<file path="config.mk">
export PLATFORM = sky130hd
export DESIGN_NAME = wdt_timer
export DESIGN_NICKNAME = d
export VERILOG_FILES = /design/src/rtl/wdt_timer.sv
export SDC_FILE = /design/constraint.sdc
export NUM_CORES = 1
export LEC_CHECK = 0
export ABC_AREA = 1
export CAP_MARGIN = 20
export CORE_UTILIZATION = 47
export CTS_BUF_LIST = sky130_fd_sc_hd__clkbuf_2 sky130_fd_sc_hd__clkbuf_4 sky130_fd_sc_hd__clkbuf_8
export CTS_CLUSTER_SIZE = 24
export DETAILED_ROUTE_END_ITERATION = 6
export PLACE_DENSITY_LB_ADDON = 0.1
export SYNTH_ARGS = -nofsm -noshare
export SYNTH_HDL_FRONTEND = slang
export SYNTH_SLANG_ARGS = --single-unit
</file>
<file path="constraint.sdc">
create_clock -name mclk -period 1.8 [get_ports mclk]
set_clock_uncertainty 0.2 [all_clocks]
set_input_delay 0.36 -clock mclk [delete_from_list [all_inputs] [get_ports mclk]]
set_output_delay 0.36 -clock mclk [all_outputs]
set_load 0.1 [all_outputs]
</file>
<file path="src/rtl/wdt_timer.sv">
// Watchdog timer: password-protected WDTCTL register, 16-bit interval counter,
// and the strobes that drive the SFR watchdog flag/reset logic.
// Optional build macro WDT_DBG_FREEZE_EN: dbg_freeze holds the counter.
module wdt_timer #(
    parameter logic [8:0] BASE_ADDR = 9'h120,
    parameter logic [7:0] PW_WR     = 8'h5A,
    parameter logic [7:0] PW_RD     = 8'h69
) (
    input  logic        mclk,
    input  logic        puc_n,
    input  logic [7:0]  per_addr,
    input  logic [15:0] per_din,
    input  logic        per_en,
    input  logic [1:0]  per_wen,
    input  logic        wdt_irq_acc,
    input  logic        dbg_freeze,
    output logic [15:0] per_dout,
    output logic        wdtifg_set,
    output logic        wdtifg_clr,
    output logic        wdtpw_error,
    output logic        wdttmsel
);

    localparam int unsigned CNT_W = 16;

    logic             hold_q, hold_d;
    logic             tmsel_q, tmsel_d;
    logic [1:0]       is_q, is_d;
    logic [CNT_W-1:0] cnt_q, cnt_d;
    logic             ifg_set_q, ifg_set_d;
    logic             ifg_clr_q, ifg_clr_d;
    logic             pw_err_q, pw_err_d;

    logic             sel, wr, rd, valid_wr, cntcl_wr, run, term;
    logic [CNT_W-1:0] mask;

    assign sel      = per_en & (per_addr == BASE_ADDR[8:1]);
    assign wr       = sel & (|per_wen);
    assign rd       = sel & ~(|per_wen);
    assign valid_wr = wr & (per_wen == 2'b11) & (per_din[15:8] == PW_WR);
    assign cntcl_wr = valid_wr & per_din[3];

`ifdef WDT_DBG_FREEZE_EN
    logic unused_bits;
    assign run         = ~hold_q & ~dbg_freeze;
    assign unused_bits = &{1'b0, per_din[6:5], per_din[2]};
`else
    logic unused_bits;
    assign run         = ~hold_q;
    assign unused_bits = &{1'b0, per_din[6:5], per_din[2], dbg_freeze};
`endif

    // Low-bit mask of the selected interval; terminal when all masked bits are set.
    always_comb begin
        mask = 16'h7FFF;
        case (is_q)
            2'b00:   mask = 16'h7FFF;
            2'b01:   mask = 16'h1FFF;
            2'b10:   mask = 16'h01FF;
            default: mask = 16'h003F;
        endcase
    end

    assign term = ((cnt_q & mask) == mask);

    // Next-state for control register, counter and strobes.
    always_comb begin
        hold_d    = hold_q;
        tmsel_d   = tmsel_q;
        is_d      = is_q;
        cnt_d     = cnt_q;
        ifg_set_d = 1'b0;
        ifg_clr_d = wdt_irq_acc & tmsel_q;
        pw_err_d  = wr & ~valid_wr;

        if (valid_wr) begin
            hold_d  = per_din[7];
            tmsel_d = per_din[4];
            is_d    = per_din[1:0];
        end

        // A counter clear on the terminal cycle suppresses that expiry.
        if (cntcl_wr) begin
            cnt_d = '0;
        end else if (run) begin
            if (term) begin
                cnt_d     = '0;
                ifg_set_d = 1'b1;
            end else begin
                cnt_d = cnt_q + CNT_W'(1);
            end
        end
    end

    // State registers.
    always_ff @(posedge mclk or negedge puc_n) begin
        if (!puc_n) begin
            hold_q    <= 1'b0;
            tmsel_q   <= 1'b0;
            is_q      <= 2'b00;
            cnt_q     <= '0;
            ifg_set_q <= 1'b0;
            ifg_clr_q <= 1'b0;
            pw_err_q  <= 1'b0;
        end else begin
            hold_q    <= hold_d;
            tmsel_q   <= tmsel_d;
            is_q      <= is_d;
            cnt_q     <= cnt_d;
            ifg_set_q <= ifg_set_d;
            ifg_clr_q <= ifg_clr_d;
            pw_err_q  <= pw_err_d;
        end
    end

    assign per_dout    = rd ? {PW_RD, hold_q, 2'b00, tmsel_q, 2'b00, is_q} : 16'h0000;
    assign wdtifg_set  = ifg_set_q;
    assign wdtifg_clr  = ifg_clr_q;
    assign wdtpw_error = pw_err_q;
    assign wdttmsel    = tmsel_q;

endmodule

</file>
Word level (Yosys, flattened, before mapping)
Cells that the tools add are included.

Flip-flop bits (word level): 23. Input bits: 31. Output and inout port bits: 20. Word-level logic and storage cells: 36.

Add/sub/neg operators: 1. Equal/unequal tests: 7. Mux-type cells: 8. Bitwise logic cells: 11. Reductions and logical operators: 2.

Operator list (count): $mux W16 (3); $pmux W15 S3 (1); $add A16 B1 Y16 const B (1); $and A16 B16 Y16 (1); $eq A16 B16 Y1 (1); $mux W15 (1); $and A1 B1 Y1 (8); $eq A8 B7 Y1 const B (1); $eq A8 B8 Y1 const B (1); $eq A2 B2 Y1 const B (2); $mux W1 (3); $eq A2 B1 Y1 const B (1); $logic_not A2 Y1 (1); $ne A2 B1 Y1 const B (1); $not A1 Y1 (2); $reduce_or A2 Y1 (1).

Longest topological paths before layout
Word-level depth: 7. Depth in mapped cells: 9. Depth with buffers taken out: 9.

Worst setup path before layout
No wires, ideal clock.

Path kind: reg2out. Start: reg tmsel_q, in the netlist wdttmsel. End: out per_dout[4]. Arrival: 2347 ps. Required time: 1240 ps. Path slack: -1107 ps. Cell stages (with the launch flop): 3. Path buffers: 0. Path through: dfrtp_1 > inv_1 > nor2_1.

Cells in the longest elaborated chain, start to end: 1.

Ends and longest elaborated chain: from (decl) (line 27) `logic tmsel_q, tmsel_d;`; from (signal assigned) (line 107) `tmsel_q <= tmsel_d;`; $mux W15 (line 116) `assign per_dout = rd ? {PW_RD, hold_q, 2'b00, tmsel_q, 2'b00, is_q} : 16'h0000;`; to (decl) (line 17) `output logic [15:0] per_dout,`.

No other way between the ends.

Final worst setup path
Start: in per_addr[5]. End: out per_dout[0].

Cells in the longest elaborated chain, start to end: 4.

Ends and longest elaborated chain: from (decl) (line 11) `input logic [7:0] per_addr,`; $eq A8 B8 Y1 (line 37) `assign sel = per_en & (per_addr == BASE_ADDR[8:1]);`; $and A1 B1 Y1 (line 37); $and A1 B1 Y1 (line 39) `assign rd = sel & ~(|per_wen);`; $mux W15 (line 116).

No other way between the ends.

==> metrics.txt <==
status finished, violations left; failing checks negative setup slack; FF-to-FF End cnt_q[3]$_DFFE_PN0P_; vias in the first global route 1572; global-route wire length before repair 6.630 mm; vias ~1600; initial DRC count 88; flops & latches, synth 22; HP Class in2async; non-filler instance count after layout 314; endpoints failing hold 0; Die W 59.32 µm; Final Cycle Share 102.2%; CTS clk-pin slew, worst paths 130 ps; drc violations 0; R2R depth 6; synthesized cell area between 0.0015 and 0.002 mm²; CP Capture Point per_dout[0]; I/O pins 51; placed cells 305; fin crit period 1840 ps; Syn. warnings 0; fin. max-slew vios 0; Starting Density 50.16%; grt met3 use 5.240%; Clk Tree Root Cell clkbuf_4; beginning of the critical path per_addr[5]; R2R setup slack approximately 90 ps; GRT Max-Usage Layer met2; First-pass DRT Iterations 4; clk sinks 22; setup slack after layout -39.51 ps; Post-layout nets 303; Die H between 50 and 60 µm; Core ar. slightly above 0.003 mm²; met1 Track Usage GR a little under 30%; Critical Setup Path Class in2out; Post-Route WL 3.962 mm; n_diodes 0; P&R area growth vs syn 50.97%; cells after synthesis 211; Die Area ~0.0035 mm²; register area share after synthesis between 30% and 40%; Critical Path Start Type primary input; WP data required 1240 ps; Max Freq 543.6 MHz; RePlAce Congestion between 0.8 and 0.9; LEAKAGE 1.102 nW; syn_area_per_cell 7.317 µm²; Peak VDD IR 0.4611 mV; worst skew pair latency 310 ps; gr ovfl total 0; initial antenna violation count 0; Util after Layout 75.73%; crit path capture type output pin; Rows 20; H-tree levels 1; TritonCTS buffer count 3; port buffer count 38; reg2reg start cnt_q[1]$_DFFE_PN0P_; DR WL/cell 12.62 µm; Post-DP HPWL 2.987 mm; Seq. cell area 551.8 µm²; RSZ-0062 raised after global routing true; Vias/cell 5.178; PD cells 413.3 mW/mm²; crit path DAT 1280 ps; fill cell count 254; post-synth cell types 30; antenna-violating nets left 0; layout cells sized above 1 28.89%; met2 Track Usage GR 44.78%; # setup viols final 8; area taken by multi-input logic gates 860.8 µm²; CTS tree done; Clock Path Buffers 2; CTS Hold Buffers Added 0; GRT Total Usage 24.66%; max capacitance violation total 0; Worst Path Max Fanout 3; largest net degree at the start of global routing 23
## registers in the layout, indices dropped and copies added (netlist names)
| name | flops |
|---|---|
| wdtifg_clr | 1 |
| wdtpw_error | 1 |
| wdtifg_set | 1 |
| wdttmsel | 1 |
| cnt_q | 15 |
| hold_q | 1 |
| is_q | 2 |
## per-stage QoR
stage	TNS (ps)	power, W	area (µm²)	worst slack [ps]	hold WS (ps)
final	-135.9	0.0009634	2331	-39.51	180.2
after global routing	-588.0	0.0009922	2331	-98.91	199.8
after CTS	-276.0	0.0009627	2310	-46.39	194.3
after detailed placement	-13400	0.0006859	2251	-605.1	312.2
after global placement	-12720	0.0006833	2251	-600.1	301.5
after floorplan	-693.5	0.0006148	1624	-143.9	-135.6
## critical path: stages
cell and delay [ps]:
buf_6 100, nor2_4 90, nand3_2 90, nor2_2 100
nand2_2 100, buf_12 150, nor2_4 110, buf_12 180
## final cells by class
| cell class | instances | share of cell area (%) |
|---|---|---|
| sequential | 22 | 23.67 |
| tap | 44 | 2.362 |
| clock buffer | 4 | 1.557 |
| multi-input combinational | 155 | 36.93 |
| timing repair buffer | 65 | 31.29 |
| inverter | 24 | 4.187 |
## where the power goes
| group | switching [W] | internal, W | total (W) |
|---|---|---|---|
| registers | 0.000000980 | 0.000495 | 0.000496 |
| logic | 0.000117 | 0.0000656 | 0.000183 |
| clock network | 0.000161 | 0.000124 | 0.000284 |
| total | 0.000279 | 0.000685 | 0.000963 |
## routing by layer
metal,up-vias,share of wire (%)
li1,788,-
met1,776,41
met2,55,53
met3,7,4.3
met4,0,0.88
met5,-,0
## layout by cell type (no fill, tap or decap), types with 2 or more instances in the layout
master           instances
nor2_2                   6
buf_4                   24
nand3_1                 28
buf_2                    4
nand2_2                  2
nor2_4                   9
buf_12                  15
clkdlybuf4s50_1         15
inv_1                   21
buf_6                    4
dfrtp_1                 21
o21bai_1                 2
nand2_1                 50
nand3_2                  3
clkbuf_4                 3
nand4_1                 15
xor2_1                   2
o21ai_1                  3
nor2_1                  11
conb_1                   8
a21oi_1                  5
## worst min-delay path by stage
stage,from,to,slack [ps],cells past startpoint
finish,puc_n,wdtpw_error$_DFF_PN0_,180,2
detailed placement,wdttmsel$_DFFE_PN0P_,wdtifg_clr$_DFF_PN0_,310,2
global route,puc_n,hold_q$_DFFE_PN0P_,200,2
floorplan,puc_n,cnt_q[0]$_DFFE_PN0P_,-140,0
CTS,puc_n,hold_q$_DFFE_PN0P_,190,2
global placement,wdttmsel$_DFFE_PN0P_,wdtifg_clr$_DFF_PN0_,300,2
## logic make-up (layout without fill, tap and decap cells)
kind of cell | count (synthesis) | after routing | synth area share [%]
AND/OR/NAND/NOR | 129 | 129 | 42.06
other | 1 | 8 | 0.2429
buffers and inverters | 41 | 93 | 14.34
flip-flops | 22 | 22 | 35.66
XOR/XNOR | 3 | 3 | 1.702
adder cells (fa/ha/maj) | 1 | 1 | 0.8102
AO/OA/AOI/OAI | 14 | 14 | 5.186
## cells in the mapped netlist
master    count  area, µm²
nor4_1        1      6.260
nor2_1       20      75.07
nand3_1      28      140.1
a21oi_1       5      25.02
xor2_1        2      17.52
nand3b_1      1      7.510
clkbuf_1      2      7.510
nand2_1      52      195.2
o21ai_1       3      15.01
nor2_2        4      25.02
xnor2_1       1      8.760
clkinv_1      1      3.750
buf_4        12      90.09
o211ai_1      1      7.510
inv_1        22      82.58
dfrtp_1      22      550.5
o21ai_0       1      5.000
nor2_4        2      22.52
o22ai_1       1      6.260
nand3_2       3      30.03
conb_1        1      3.750
o21bai_1      2      15.01
nor3_4        1      16.27
nand3b_4      1      20.02
ha_1          1      12.51
inv_2         1      3.750
a31oi_1       1      6.260
buf_6         3      33.78
nand4_1      15      93.84
nand3_4       1      17.52
## timing repair
action	CTS	global route
buffers inserted	4	1
resized for setup	43	3
pin swaps	8	1
setup endpoints to repair	26	10
Power figures use the tool's default switching activity.
